===== config.mk =====
export PLATFORM = sky130hd
export DESIGN_NAME = db_stream_fetcher_flat
export DESIGN_NICKNAME = d
export VERILOG_FILES = /design/src/rtl/db_stream_fetcher_if.sv /design/src/rtl/db_stream_fetcher.sv /design/src/flat_wrapper.sv
export SDC_FILE = /design/constraint.sdc
export NUM_CORES = 1
export LEC_CHECK = 0
export CAP_MARGIN = 20
export CORE_UTILIZATION = 60
export DETAILED_ROUTE_END_ITERATION = 10
export GPL_TIMING_DRIVEN = 0
export PLACE_DENSITY_LB_ADDON = 0.05
export SYNTH_ARGS = -nofsm -noshare
export SYNTH_HDL_FRONTEND = slang
export SYNTH_SLANG_ARGS = --single-unit

===== constraint.sdc =====
create_clock -name clk -period 14.9 [get_ports clk]
set_input_delay 2.98 -clock clk [delete_from_list [all_inputs] [get_ports clk]]
set_output_delay 2.98 -clock clk [all_outputs]
set_load 0.02 [all_outputs]

===== src/rtl/db_stream_fetcher_if.sv =====
// AXI read-address/read-data channels plus the symbol stream of the
// database fetcher, bundled for the master (fetcher) and slave sides.
interface db_stream_fetcher_if #(
    parameter int ADDR_W = 33
);
    logic              axi0_arready_in;
    logic [7:0]        axi0_arid_out;
    logic [ADDR_W-1:0] axi0_araddr_out;
    logic [7:0]        axi0_arlen_out;
    logic              axi0_arvalid_out;
    logic [7:0]        axi0_rid_in;
    logic              axi0_rvalid_in;
    logic [255:0]      axi0_rdata_in;
    logic              axi0_rready_out;
    logic [1:0]        sym_out;
    logic              sym_valid_out;
    logic              sym_ready_in;

    modport master (
        input  axi0_arready_in, axi0_rid_in, axi0_rvalid_in,
        input  axi0_rdata_in, sym_ready_in,
        output axi0_arid_out, axi0_araddr_out, axi0_arlen_out,
        output axi0_arvalid_out, axi0_rready_out,
        output sym_out, sym_valid_out
    );

    modport slave (
        output axi0_arready_in, axi0_rid_in, axi0_rvalid_in,
        output axi0_rdata_in, sym_ready_in,
        input  axi0_arid_out, axi0_araddr_out, axi0_arlen_out,
        input  axi0_arvalid_out, axi0_rready_out,
        input  sym_out, sym_valid_out
    );
endinterface


===== src/rtl/db_stream_fetcher.sv =====
// Fetches a run of 256-bit database beats over AXI, buffers them and
// streams them out as 2-bit nucleotide symbols, LSB first.
module db_stream_fetcher #(
    parameter int FIFO_DEPTH = 4,
    parameter int ADDR_W     = 33,
    parameter int LEN_W      = 16
) (
    input  logic              clk,
    input  logic              rst,
    input  logic              start_in,
    input  logic [ADDR_W-1:0] base_addr_in,
    input  logic [LEN_W-1:0]  num_beats_in,
    output logic              busy_out,
    output logic              done_out,
    output logic              err_out,
    db_stream_fetcher_if.master bus
);
    localparam int PW = $clog2(FIFO_DEPTH);
    localparam int CW = PW + 1;
    localparam logic [CW:0] DEPTH_V = FIFO_DEPTH[CW:0];

    typedef enum logic [1:0] {IDLE, FETCH, DRAIN, DONE} state_e;

    state_e            state_q, state_d;
    logic [ADDR_W-1:0] addr_q;
    logic [7:0]        arid_q, exp_id_q;
    logic [LEN_W-1:0]  len_q, req_q, rcv_q;
    logic [CW-1:0]     out_q, out_d, cnt_q, cnt_d;
    logic [PW-1:0]     wptr_q, rptr_q;
    logic [6:0]        sym_idx_q;
    logic              err_q, done_q;
    logic [255:0]      mem_q [FIFO_DEPTH];

    logic        arvalid, rready, ar_hs, r_hs, sym_hs, pop;
    logic [CW:0] credit;
    logic [255:0] head;

    // Outstanding reads plus buffered beats never exceed the FIFO size,
    // so every returning beat always has a free slot.
    assign credit  = {1'b0, out_q} + {1'b0, cnt_q};
    assign arvalid = (state_q == FETCH) && (req_q < len_q)
                   && (credit < DEPTH_V);
    assign rready  = ((state_q == FETCH) || (state_q == DRAIN))
                   && ((out_q != '0) || arvalid);
    assign ar_hs   = arvalid && bus.axi0_arready_in;
    assign r_hs    = rready && bus.axi0_rvalid_in;
    assign sym_hs  = (cnt_q != '0) && bus.sym_ready_in;
    assign pop     = sym_hs && (sym_idx_q == 7'd127);
    assign head    = mem_q[rptr_q];

    assign bus.axi0_arvalid_out = arvalid;
    assign bus.axi0_araddr_out  = addr_q;
    assign bus.axi0_arid_out    = arid_q;
    assign bus.axi0_arlen_out   = 8'd0;
    assign bus.axi0_rready_out  = rready;
    assign bus.sym_valid_out    = (cnt_q != '0);
    assign bus.sym_out = (cnt_q != '0) ? head[{sym_idx_q, 1'b0} +: 2] : 2'b00;

    assign busy_out = (state_q != IDLE) || start_in;
    assign done_out = done_q;
    assign err_out  = err_q;

    always_comb begin
        state_d = state_q;
        out_d   = out_q;
        cnt_d   = cnt_q;
        if (ar_hs && !r_hs) out_d = out_q + CW'(1);
        if (!ar_hs && r_hs) out_d = out_q - CW'(1);
        if (r_hs && !pop)   cnt_d = cnt_q + CW'(1);
        if (!r_hs && pop)   cnt_d = cnt_q - CW'(1);
        unique case (state_q)
            IDLE: begin
                if (start_in)
                    state_d = (num_beats_in == '0) ? DONE : FETCH;
            end
            FETCH: begin
                if (ar_hs && (req_q + LEN_W'(1) == len_q))
                    state_d = DRAIN;
            end
            DRAIN: begin
                if ((rcv_q == len_q) && (cnt_q == '0))
                    state_d = DONE;
            end
            DONE: state_d = IDLE;
        endcase
    end

    always_ff @(posedge clk) begin
        if (rst) begin
            state_q   <= IDLE;
            addr_q    <= '0;
            arid_q    <= '0;
            exp_id_q  <= '0;
            len_q     <= '0;
            req_q     <= '0;
            rcv_q     <= '0;
            out_q     <= '0;
            cnt_q     <= '0;
            wptr_q    <= '0;
            rptr_q    <= '0;
            sym_idx_q <= '0;
            err_q     <= 1'b0;
            done_q    <= 1'b0;
        end else begin
            state_q <= state_d;
            out_q   <= out_d;
            cnt_q   <= cnt_d;
            done_q  <= (state_q == DONE);
            if (r_hs)   wptr_q    <= wptr_q + PW'(1);
            if (pop)    rptr_q    <= rptr_q + PW'(1);
            if (sym_hs) sym_idx_q <= sym_idx_q + 7'd1;
            if ((state_q == IDLE) && start_in) begin
                addr_q   <= base_addr_in;
                len_q    <= num_beats_in;
                req_q    <= '0;
                rcv_q    <= '0;
                arid_q   <= '0;
                exp_id_q <= '0;
                err_q    <= 1'b0;
            end else begin
                if (ar_hs) begin
                    addr_q <= addr_q + ADDR_W'(32);
                    arid_q <= arid_q + 8'd1;
                    req_q  <= req_q + LEN_W'(1);
                end
                if (r_hs) begin
                    rcv_q    <= rcv_q + LEN_W'(1);
                    exp_id_q <= exp_id_q + 8'd1;
                    if (bus.axi0_rid_in != exp_id_q) err_q <= 1'b1;
                end
            end
        end
    end

    // Beat storage needs no reset; only pointers and count define contents.
    always_ff @(posedge clk) begin
        if (r_hs) mem_q[wptr_q] <= bus.axi0_rdata_in;
    end
endmodule


===== src/flat_wrapper.sv =====
// flat-port wrapper written by rule: the top's interface ports become plain ports
module db_stream_fetcher_flat 
#(
    parameter int FIFO_DEPTH = 4,
    parameter int ADDR_W     = 33,
    parameter int LEN_W      = 16
)
  (clk, rst, start_in, base_addr_in, num_beats_in, busy_out, done_out, err_out, bus_axi0_arready_in, bus_axi0_rid_in, bus_axi0_rvalid_in, bus_axi0_rdata_in, bus_sym_ready_in, bus_axi0_arid_out, bus_axi0_araddr_out, bus_axi0_arlen_out, bus_axi0_arvalid_out, bus_axi0_rready_out, bus_sym_out, bus_sym_valid_out);
  db_stream_fetcher_if #(.ADDR_W(ADDR_W)) bus_i ();
  input  logic clk;
  input  logic rst;
  input  logic start_in;
  input  logic [ADDR_W-1:0] base_addr_in;
  input  logic [LEN_W-1:0] num_beats_in;
  output logic busy_out;
  output logic done_out;
  output logic err_out;
  input wire logic [$bits(bus_i.axi0_arready_in)-1:0] bus_axi0_arready_in;
  input wire logic [$bits(bus_i.axi0_rid_in)-1:0] bus_axi0_rid_in;
  input wire logic [$bits(bus_i.axi0_rvalid_in)-1:0] bus_axi0_rvalid_in;
  input wire logic [$bits(bus_i.axi0_rdata_in)-1:0] bus_axi0_rdata_in;
  input wire logic [$bits(bus_i.sym_ready_in)-1:0] bus_sym_ready_in;
  output wire logic [$bits(bus_i.axi0_arid_out)-1:0] bus_axi0_arid_out;
  output wire logic [$bits(bus_i.axi0_araddr_out)-1:0] bus_axi0_araddr_out;
  output wire logic [$bits(bus_i.axi0_arlen_out)-1:0] bus_axi0_arlen_out;
  output wire logic [$bits(bus_i.axi0_arvalid_out)-1:0] bus_axi0_arvalid_out;
  output wire logic [$bits(bus_i.axi0_rready_out)-1:0] bus_axi0_rready_out;
  output wire logic [$bits(bus_i.sym_out)-1:0] bus_sym_out;
  output wire logic [$bits(bus_i.sym_valid_out)-1:0] bus_sym_valid_out;
  assign bus_i.axi0_arready_in = bus_axi0_arready_in;
  assign bus_i.axi0_rid_in = bus_axi0_rid_in;
  assign bus_i.axi0_rvalid_in = bus_axi0_rvalid_in;
  assign bus_i.axi0_rdata_in = bus_axi0_rdata_in;
  assign bus_i.sym_ready_in = bus_sym_ready_in;
  assign bus_axi0_arid_out = bus_i.axi0_arid_out;
  assign bus_axi0_araddr_out = bus_i.axi0_araddr_out;
  assign bus_axi0_arlen_out = bus_i.axi0_arlen_out;
  assign bus_axi0_arvalid_out = bus_i.axi0_arvalid_out;
  assign bus_axi0_rready_out = bus_i.axi0_rready_out;
  assign bus_sym_out = bus_i.sym_out;
  assign bus_sym_valid_out = bus_i.sym_valid_out;
  db_stream_fetcher #(.FIFO_DEPTH(FIFO_DEPTH), .ADDR_W(ADDR_W), .LEN_W(LEN_W)) u_core (.clk(clk), .rst(rst), .start_in(start_in), .base_addr_in(base_addr_in), .num_beats_in(num_beats_in), .busy_out(busy_out), .done_out(done_out), .err_out(err_out), .bus(bus_i));
endmodule

==> flow_summary_export.csv <==
group,metric,value,unit
run_status,status,"finished, final reports clean",
routing,viasPerCell,6.349,
synthesis,syn_area,45850,um2
global_route,grt_pass1_wl,173.8,mm
pwr,internal_power,0.005634,W
finish,drive_gt1_frac,0.1516,
pwr,p_switching,0.001729,W
synthesis,ys.flop_type,"edfxtp_1",
pwr,pwr-share-seq,0.507,
worst_setup_path,start_kind,"flop",
finish,fin_util,0.7261,
synthesis,synth_area_leaders,"edfxtp_1 (67%), mux4_2 (9.9%), dfxtp_1 (5.2%)",
worst_setup_path,critPathKind,"flop to output port",
global_route,grtUsageMet3,0.07925,
clocking,postCtsSetupBuffers,0,
clocking,htreeDepth,3,
global_route,grt_overflow_total,0,
global_route,grt_busiest_layer,"met2",
clocking,clockBufferDepth,3,
timing,relSlewSlack,0.2961,
timing,tightest_slew,1.056,ns
routing,drc,0,
routing,routedWlPerCell,28.79,um
clocking,numCtsBuffers,111,
clocking,cts_resized,0,
worst_setup_path,rrSetupSlack,9.72,ns
clocking,cts.sinks,1144,
timing,max_freq,115.5,MHz
clocking,cts_tree,"built",
place,post-dp-hpwl,81.56,mm
clocking,root_buffer,"clkbuf_16",
floorplanning,dieHeight,278.4,um
global_route,track_usage,0.3106,
place,gp_congestion,0.8773,
routing,vias,26470,
global_route,antenna_found_initial,32,
hold_path,hp-class,"flop to flop",
timing,final-hold-violation-count,0,
floorplanning,ioPinCount,376,
synthesis,synth_edf_count,1024,
synthesis,ys_seq_area_frac,0.7230,
synthesis,netlist_instances,2570,
pwr,swShare,0.2348,
worst_setup_path,reg2reg_from,"u_core.len_q[14]",
worst_setup_path,ff2ff_path_depth,16,
worst_setup_path,reg2reg_to,"u_core.mem_q[1][25]",
worst_setup_path,worstPathMaxFanout,10,
synthesis,synth_top_area_frac,0.6706,
synthesis,postSynth.asyncResetShare,0,
worst_setup_path,startpoint,"u_core.sym_idx_q[0]",
pwr,p_comb_frac,0.107,
timing,rsz0062_at_grt,"no",
floorplanning,coreArea,75820,um2
global_route,grt_max_degree,58,
worst_setup_path,cp-end-kind,"output port",
routing,first_pass_iters,6,
synthesis,yosys.area.top_type,"edfxtp_1",
routing,ant_nets,0,
timing,whs,0.4575,ns
hold_path,worstHoldStart,"u_core.bus.axi0_araddr_out[4]",
global_route,met1_usage,0.4075,
hold_path,holdPathStages,2,
floorplanning,start_util,0.6048,
floorplanning,row_count,101,
timing,finalSetupViolCount,0,
worst_setup_path,arrival,5.68,ns
finish,syn_to_final_growth,20.07,%
clocking,clk_latency,0.69,ns
flow_run,cap_violations,0,
global_route,grt_pass1_vias,26590,
routing,wirelength,120.0,mm
finish,finish.net_count,3435,
pwr,cellLeakagePower,17.30,nW
place,io_buffers,367,
floorplanning,die-area,77530,um2
timing,final.min_clock_period,8.661,ns
timing,fin_worst_skew,0.03276,ns
hold_path,min_to,"u_core.bus.axi0_araddr_out[4]",
global_route,grt_use_met2,0.5087,
finish,multi_input_area,11810,um2
synthesis,synth_cell_types,71,
clocking,clk_pin_slew,0.06,ns
synthesis,ys_warn_count,0,
finish,final_area,55060,um2
synthesis,syn_area_per_cell,17.84,um2
pwr,max-vdd-ir-drop,0.0001319,V
pwr,p_clk_frac,0.386,
clocking,ctsHoldBuffers,0,
finish,area.sequential,33150,um2
timing,maxSlewViolCount,0,
routing,drtIter0Drc,2877,
floorplanning,chipWidth,278.4,um
worst_setup_path,cp.required,11.92,ns
pwr,p_per_area,133.7,nW/um2
timing,post-route-period-util,0.5812,
synthesis,synth-seq-cells,1144,
finish,fill_cells,4716,
place,placed_area,51320,um2
[power by group through the flow]
stage | logic, W | clock network (W) | registers, W
floorplan | 0.000383 | 0 | 0.00384
global placement | 0.000751 | 0 | 0.00386
detailed placement | 0.000784 | 0 | 0.00380
CTS | 0.000789 | 0.00286 | 0.00373
global route | 0.000841 | 0.00298 | 0.00374
finish | 0.000790 | 0.00284 | 0.00373
[per-stage QoR]
| stage | total power (W) | setup TNS, ns | instances | setup WS, ns |
|---|---|---|---|---|
| after CTS | 0.007384 | 0 | 4151 | 6.314 |
| after floorplan | 0.004221 | 0 | 2577 | 4.863 |
| after global placement | 0.004611 | -738.71 | 3922 | -0.7871 |
| after global routing | 0.007564 | 0 | 4165 | 6.145 |
| final | 0.007363 | 0 | 4169 | 6.239 |
| after detailed placement | 0.004582 | 0 | 3944 | 7.052 |
[how the worst max path moves through the flow]
stage | to | slack [ns] | cells after the start
after detailed placement | bus_sym_out[0] | 7.05 | 11
final | bus_sym_out[0] | 6.24 | 11
after global routing | bus_sym_out[0] | 6.14 | 9
after global placement | u_core.mem_q[1][111] | -0.79 | 5
after CTS | bus_sym_out[0] | 6.31 | 9
after floorplan | u_core.mem_q[0][0] | 4.86 | 4
[Yosys cell counts, types with 8 or more instances]
| master | n |
|---|---|
| edfxtp_1 | 1024 |
| mux4_2 | 202 |
| mux2i_1 | 131 |
| dfxtp_1 | 120 |
| nand2_1 | 98 |
| nor2_1 | 97 |
| a21oi_1 | 78 |
| clkbuf_1 | 72 |
| a211oi_1 | 67 |
| xnor2_1 | 62 |
| inv_1 | 48 |
| buf_2 | 46 |
| a22oi_1 | 40 |
| ha_1 | 35 |
| xor2_1 | 35 |
| nand3_1 | 32 |
| nor4_1 | 30 |
| o22ai_1 | 28 |
| a22o_1 | 27 |
| nor3_1 | 26 |
| nand4_1 | 24 |
| buf_4 | 22 |
| or3_1 | 19 |
| o21ai_0 | 18 |
| o221ai_1 | 17 |
| o31ai_1 | 14 |
| or4_1 | 14 |
| nor2b_1 | 10 |
| and2_1 | 9 |
| buf_1 | 9 |
| o21ai_1 | 9 |
| and3_1 | 8 |
| and4_1 | 8 |
| o41ai_1 | 8 |
[area by class of cell]
class                           instances  share of cell area
Clock inverter                         68             0.01461
Tap cell                              978             0.02223
Inverter                               49            0.003341
Timing Repair Buffer                  389             0.07645
Multi-Input combinational cell       1231              0.2145
Sequential cell                      1144              0.6022
Buffer                                153             0.01352
Antenna cell                           18           0.0008181
Clock buffer                          139             0.05236
[metal layers]
layer  wire (um)  up-vias
met5         198        -
met4        3654       32
met3       10690      245
met2       59500     1287
met1       45970    13460
li1            -    11440
[kinds of logic (layout without fill, tap and decap cells)]
kind of cell | count (synthesis) | count (layout) | synth area share
simple gates | 402 | 402 | 0.04489
compound gates | 347 | 347 | 0.05324
mux | 340 | 340 | 0.1296
xor+xnor | 97 | 97 | 0.01853
buf+inv | 202 | 798 | 0.02025
other cells | 1 | 26 | 0.00008178
fa+ha+maj | 37 | 37 | 0.01042
flops | 1144 | 1144 | 0.7230
[sequential cells by signal, indices dropped and copies added (netlist names), 7 cells and up, named ones only]
register,cells
u_core.exp_id_q,8
u_core.bus.axi0_araddr_out,33
u_core.sym_idx_q,7
u_core.rcv_q,16
u_core.mem_q,1024
u_core.len_q,16
u_core.bus.axi0_arid_out,8
u_core.req_q,16
[placed cells by master, fill, tap and decap left out, types with 9 or more instances in the layout]
master,netlist,layout
ha_1,35,35
clkbuf_16,0,111
or4_1,14,14
o221ai_1,17,17
a22oi_1,40,40
o21ai_1,9,9
buf_2,46,46
nand2_1,98,98
a22o_1,27,27
inv_1,48,48
xnor2_1,62,62
o21ai_0,18,18
or3_1,19,19
buf_16,0,15
nand4_1,24,24
nor2b_1,10,10
diode_2,0,18
mux2i_1,131,131
clkdlybuf4s50_1,0,367
edfxtp_1,1024,1024
clkinv_2,0,18
nor2_1,97,97
a211oi_1,67,67
o31ai_1,14,14
nor3_1,26,26
clkbuf_1,72,100
mux4_2,202,202
buf_4,22,23
xor2_1,35,35
dfxtp_1,120,120
buf_1,9,9
o22ai_1,28,28
nand3_1,32,32
nor4_1,30,30
bufinv_16,0,16
a21oi_1,78,78
clkinv_1,0,21
[critical path: stages, from the launching register on]
cell	delay [ns]
dfxtp_1	0.36
buf_1	0.40
nor2_1	0.29
clkbuf_1	0.69
clkbuf_1	0.85
a22oi_1	0.24
a21oi_1	0.49
nor2_1	0.14
nand4_1	0.14
o41ai_1	0.15
o22ai_1	0.51
clkdlybuf4s50_1	0.73
Power figures use the tool's default switching activity.
